--- src/rtl/game_pkg.sv ---
// rtl/game_pkg.sv - shared screen, sprite-size and judge-state definitions
package game_pkg;

  localparam int H_RES   = 640;
  localparam int V_RES   = 480;
  localparam int COORD_W = 10;

  localparam int B_W_DEF = 10;
  localparam int B_H_DEF = 20;
  localparam int E_W_DEF = 50;
  localparam int E_H_DEF = 40;

  localparam int HP_W = 4;

  typedef enum logic [1:0] {
    IDLE,
    SCAN,
    COMMIT
  } judge_state_e;

endpackage

--- src/rtl/box_overlap.sv ---
// rtl/box_overlap.sv - combinational 11-bit axis-aligned box overlap test
module box_overlap
  import game_pkg::*;
#(
  parameter int A_W = B_W_DEF,
  parameter int A_H = B_H_DEF,
  parameter int B_W = E_W_DEF,
  parameter int B_H = E_H_DEF
) (
  input  logic [COORD_W-1:0] a_x_i,
  input  logic [COORD_W-1:0] a_y_i,
  input  logic [COORD_W-1:0] b_x_i,
  input  logic [COORD_W-1:0] b_y_i,
  output logic               overlap_o
);

  // One extra bit keeps right/bottom edges near 1023 from wrapping.
  logic [COORD_W:0] ax, ay, bx, by;

  assign ax = {1'b0, a_x_i};
  assign ay = {1'b0, a_y_i};
  assign bx = {1'b0, b_x_i};
  assign by = {1'b0, b_y_i};

  assign overlap_o = (ax + (COORD_W+1)'(A_W) > bx) &&
                     (ax < bx + (COORD_W+1)'(B_W)) &&
                     (ay + (COORD_W+1)'(A_H) > by) &&
                     (ay < by + (COORD_W+1)'(B_H));

endmodule

--- src/rtl/enemy_boom_judge.sv ---
// rtl/enemy_boom_judge.sv - per-frame player-bullet vs enemy collision, damage and score
module enemy_boom_judge
  import game_pkg::*;
#(
  parameter int          N_B       = 4,
  parameter int          N_E       = 4,
  parameter int          B_W       = B_W_DEF,
  parameter int          B_H       = B_H_DEF,
  parameter int          E_W       = E_W_DEF,
  parameter int          E_H       = E_H_DEF,
  parameter int          E_HP      = 3,
  parameter logic [15:0] SCORE_RST = 16'h0000
) (
  input  logic                    clk,
  input  logic                    rst,
  input  logic                    frame_tick_i,
  input  logic [COORD_W*N_B-1:0]  pb_x_i,
  input  logic [COORD_W*N_B-1:0]  pb_y_i,
  input  logic [N_B-1:0]          pb_en_i,
  input  logic [COORD_W*N_E-1:0]  en_x_i,
  input  logic [COORD_W*N_E-1:0]  en_y_i,
  input  logic [N_E-1:0]          en_alive_i,
  input  logic [N_E-1:0]          en_spawn_i,
  output logic [N_B-1:0]          pb_clr_o,
  output logic [N_E-1:0]          en_kill_o,
  output logic [HP_W*N_E-1:0]     en_hp_o,
  output logic [15:0]             score_o,
  output logic                    busy_o,
  output logic                    done_o,
  output logic                    overrun_o
);

  localparam int BI_W = (N_B > 1) ? $clog2(N_B) : 1;
  localparam int EI_W = (N_E > 1) ? $clog2(N_E) : 1;

  judge_state_e state_q, state_d;

  logic [BI_W-1:0]          b_q;
  logic [EI_W-1:0]          e_q;
  logic [COORD_W*N_B-1:0]   pbx_q, pby_q;
  logic [N_B-1:0]           pben_q;
  logic [COORD_W*N_E-1:0]   enx_q, eny_q;
  logic [N_E-1:0]           alive_q;
  logic [HP_W-1:0]          hp_q [N_E];
  logic [N_B-1:0]           consumed_q;
  logic [N_E-1:0]           kill_q;
  logic [N_E-1:0]           pend_q;
  logic [15:0]              score_q;
  logic                     overrun_q;

  logic                     last_b, last_e;
  logic                     ovl, hit;
  logic [HP_W-1:0]          cur_hp;
  logic [15:0]              kill_cnt;
  logic [16:0]              score_sum;
  logic [15:0]              score_nxt;

  assign last_b = (b_q == BI_W'(N_B-1));
  assign last_e = (e_q == EI_W'(N_E-1));
  assign cur_hp = hp_q[e_q];

  box_overlap #(
    .A_W(B_W), .A_H(B_H), .B_W(E_W), .B_H(E_H)
  ) u_overlap (
    .a_x_i    (pbx_q[COORD_W*b_q +: COORD_W]),
    .a_y_i    (pby_q[COORD_W*b_q +: COORD_W]),
    .b_x_i    (enx_q[COORD_W*e_q +: COORD_W]),
    .b_y_i    (eny_q[COORD_W*e_q +: COORD_W]),
    .overlap_o(ovl)
  );

  // Enemy index is outer, so a bullet is always claimed by the lowest enemy first.
  assign hit = (state_q == SCAN) && pben_q[b_q] && !consumed_q[b_q] &&
               alive_q[e_q] && (cur_hp != '0) && ovl;

  always_comb begin
    kill_cnt = '0;
    for (int i = 0; i < N_E; i++) begin
      kill_cnt = kill_cnt + 16'(kill_q[i]);
    end
    score_sum = {1'b0, score_q} + {1'b0, kill_cnt};
    score_nxt = score_sum[16] ? 16'hFFFF : score_sum[15:0];
  end

  always_comb begin
    state_d = state_q;
    case (state_q)
      IDLE:    if (frame_tick_i) state_d = SCAN;
      SCAN:    if (last_b && last_e) state_d = COMMIT;
      COMMIT:  state_d = IDLE;
      default: state_d = IDLE;
    endcase
  end

  always_ff @(posedge clk or posedge rst) begin
    if (rst) begin
      state_q    <= IDLE;
      b_q        <= '0;
      e_q        <= '0;
      pbx_q      <= '0;
      pby_q      <= '0;
      pben_q     <= '0;
      enx_q      <= '0;
      eny_q      <= '0;
      alive_q    <= '0;
      consumed_q <= '0;
      kill_q     <= '0;
      pend_q     <= '0;
      score_q    <= SCORE_RST;
      overrun_q  <= 1'b0;
      for (int i = 0; i < N_E; i++) hp_q[i] <= '0;
    end else begin
      state_q   <= state_d;
      overrun_q <= frame_tick_i && (state_q != IDLE);
      case (state_q)
        IDLE: begin
          for (int i = 0; i < N_E; i++) begin
            if (en_spawn_i[i]) hp_q[i] <= HP_W'(E_HP);
          end
          if (frame_tick_i) begin
            pbx_q      <= pb_x_i;
            pby_q      <= pb_y_i;
            pben_q     <= pb_en_i;
            enx_q      <= en_x_i;
            eny_q      <= en_y_i;
            alive_q    <= en_alive_i;
            consumed_q <= '0;
            kill_q     <= '0;
            b_q        <= '0;
            e_q        <= '0;
          end
        end
        SCAN: begin
          pend_q <= pend_q | en_spawn_i;
          if (hit) begin
            consumed_q[b_q] <= 1'b1;
            hp_q[e_q]       <= cur_hp - 1'b1;
            if (cur_hp == HP_W'(1)) kill_q[e_q] <= 1'b1;
          end
          if (last_b) begin
            b_q <= '0;
            if (!last_e) e_q <= e_q + 1'b1;
          end else begin
            b_q <= b_q + 1'b1;
          end
        end
        COMMIT: begin
          score_q <= score_nxt;
          pend_q  <= '0;
          // Deferred spawns land here so the first IDLE cycle already shows them.
          for (int i = 0; i < N_E; i++) begin
            if (pend_q[i] || en_spawn_i[i]) hp_q[i] <= HP_W'(E_HP);
          end
        end
        default: ;
      endcase
    end
  end

  for (genvar g = 0; g < N_E; g++) begin : g_hp
    assign en_hp_o[HP_W*g +: HP_W] = hp_q[g];
  end

  assign pb_clr_o  = (state_q == COMMIT) ? consumed_q : '0;
  assign en_kill_o = (state_q == COMMIT) ? kill_q : '0;
  assign done_o    = (state_q == COMMIT);
  assign busy_o    = (state_q != IDLE);
  assign score_o   = score_q;
  assign overrun_o = overrun_q;

endmodule

--- config.mk ---
export PLATFORM = sky130hd
export DESIGN_NAME = enemy_boom_judge
export DESIGN_NICKNAME = d
export VERILOG_FILES = /design/src/rtl/game_pkg.sv /design/src/rtl/box_overlap.sv /design/src/rtl/enemy_boom_judge.sv
export SDC_FILE = /design/constraint.sdc
export NUM_CORES = 1
export LEC_CHECK = 0
export ABC_AREA = 1
export BUFFER_PORTS_ARGS = -buffer_cell sky130_fd_sc_hd__buf_2
export CAP_MARGIN = 5
export CORE_MARGIN = 2
export CORE_UTILIZATION = 33
export DETAILED_ROUTE_END_ITERATION = 8
export PLACE_DENSITY = 0.48
export SETUP_SLACK_MARGIN = 0.5
export SYNTH_ARGS = -nofsm -noshare
export SYNTH_HDL_FRONTEND = slang
export SYNTH_HIERARCHICAL = 1
export SYNTH_SLANG_ARGS = --single-unit
--- constraint.sdc ---
create_clock -name clk -period 8.7 [get_ports clk]
set_input_delay 0.87 -clock clk [delete_from_list [all_inputs] [get_ports clk]]
set_output_delay 0.87 -clock clk [all_outputs]
set_load 0.1 [all_outputs]
==> reports/metrics.cfg <==
[outcome]
outcome = finished, violations left
violations = design-rule violations

[critical_path]
cp-end-kind = register
critPathLaunchType = register
critical_path_class = reg -> reg
crit_buf_inv = 3
worst-endpoint-required_ns = 9.12
cp_max_fo = 24
critPathMaxStageDelay_ns = 0.73
crit_arrival_ns = 5.29
crit_family = simple AND/OR/NAND/NOR gates
worst_path_max_delay_cell = inv_1

[global_route]
grt_pass1_vias = 10675
antenna_found_initial = 0
grt_max_degree = 104
grt_use_total_pct = 19.0
grt_pass1_wl_mm = 57.9
grt_overflow = 0

[floorplanning]
num_rows = 69
core_um2 = 35700
start_util_pct = 33.5
die_w_um = 194
dieHeight_um = 194
io_pins = 218
die_area_um2 = 37800

[clock_tree]
cts_tree = yes
hold_buffers = 0
cts_sinks = 219
post_cts_buffers = 0
cts_max_level = 1
post_cts_resized = 0
clk_latency_ns = 0.54
cts-buffers-inserted = 26
clk_pin_slew_ns = 0.06
cts_buffer_depth = 3
clockRootBuffer = clkbuf_16

[finish]
area_growth_pct = 19.5
multi_input_area_um2 = 5780
nFillCells = 3795
regArea_um2 = 5480
final_cell_mix = nand2_1 (682), dfrtp_1 (218), buf_2 (217)
num_antenna_cells = 0
finalNetCount = 2006
drive_above_1_share_pct = 17.2
final_common_cell = nand2_1
final_area_um2 = 14300

[sta]
fin_crit_ns = 4.87
fin_skew_ns = 0.0167
relSlewSlack_pct = 35.2
timing.fmax_ghz = 0.205
finalCritPeriodShare_pct = 55.9
report.final.hold_viol_count = 0
slew_violations = 0
worst_pin_slew_ns = 0.971
rsz0062_at_grt = false
tns_ns = 0
finalSetupViolCount = 0

[power_and_ir_drop]
ir_drop_mv = 0.147
powerDensity_nw_per_um2 = 441
p_leak_uw = 0.00777

[placed_design]
dp_hpwl_mm = 26.0
dpl_cell_area_um2 = 13400
portBuffers = 217
routabilityCongestion = 0.841

[yosys]
synth_edf_count = 0
synthArstFlopShare_pct = 100
ys_types = 36
avgSynthCellArea_um2 = 7.52
synth_seq_cells = 219
syn_area_um2 = 12000
yosysWarnings = 6
seq_area_frac_synth_pct = 45.8
synth_fp_nets = 1824
ys.flop_type = dfrtp_1
syn_inst = 1590

[flow_run]
maxCapViolCount = 0

[detailed_routing]
drt-vias-per-instance = 4.77
avgRoutedWirePerCell_um = 16.1
detail-route-antenna-nets = 0
drcViolationCount = 10
drt-initial-drc-count = 645
drt-total-wl_mm = 36.2
vias = 10746
dr.pass1.iters = 7

[min_path]
hp-class = in -> async

## area by class of cell
cell class	count	area share (%)
clock buffers	32	4.99
clock inverters	15	1.23
inverters	100	2.72
multi-input cells	1199	40.4
flip-flops and latches	219	38.4
well taps	461	4.04
repair buffers	226	8.22
## stage by stage
stage | utilization (%) | setup WS [ns] | power (uW) | cells | hold slack (ns)
floorplan | - | 1.84 | 4300 | 1590 | 0.444
global placement | 37.5 | 3.95 | 5140 | 2204 | 0.458
detailed placement | 37.5 | 3.75 | 5180 | 2204 | 0.460
CTS | 40.0 | 3.73 | 6360 | 2251 | 0.442
global route | 40.1 | 3.35 | 6910 | 2252 | 0.472
finish | 40.1 | 3.83 | 6300 | 2252 | 0.426
## final timing paths
path,startpoint,endpoint,slack [ns],cells after the start
worst max-delay path,b_q[1],en_hp_o[12],3.83,25
worst min-delay path,rst,pben_q[2],0.43,2
worst max register to register,b_q[1],en_hp_o[12],3.83,25
worst min register to register,enx_q[29],enx_q[29],0.47,2
max in group asynchronous,rst,e_q[0],6.82,3
min in group clk,enx_q[29],enx_q[29],0.47,2
## state kept, by name (all words and copies together), names as in the netlist, 16 cells and up
register	count
eny_q	40
score_o	16
en_hp_o	16
pby_q	40
enx_q	40
pbx_q	40
## metal layers
metal  track usage [%]  share of wire (%)  vias up
met2              32.1                 48      218
met1              26.4                 47     5057
li1                  -                  -     5429
met5                 0                  0        -
met3              2.05                3.7       42
met4              3.99                1.6        0
## report_power, final
part           internal (uW)  switching [uW]  total [uW]
Combinational           1110            2280        3390
Sequential              1460             316        1780
Clock                    673             461        1130
Total                   3240            3060        6300
## cells in the mapped netlist, drive strengths merged (10+ instances only)
cell type	count	area [um2]
nor2	127	487
xor2	22	193
nand3	56	300
o21ai	118	602
clkbuf	41	154
nand2	693	2640
inv	99	372
a21oi	18	90.1
o22ai	44	275
nand4	24	156
ha	56	701
nor3	10	50.1
dfrtp	219	5480
buf	31	176
## logic make-up (layout without fill, tap and decap cells)
| family | count (synthesis) | count (layout) | share of synthesized area, % |
|---|---|---|---|
| xor gates and xnor gates | 29 | 29 | 2.12 |
| buffers and inverters | 172 | 373 | 5.90 |
| DFF | 219 | 219 | 45.8 |
| adders and majority gates | 59 | 59 | 6.36 |
| AOI/OAI and AO/OA | 189 | 189 | 8.66 |
| and+or+nand+nor | 922 | 922 | 31.1 |
No activity file was read; power rests on OpenSTA's default activity.
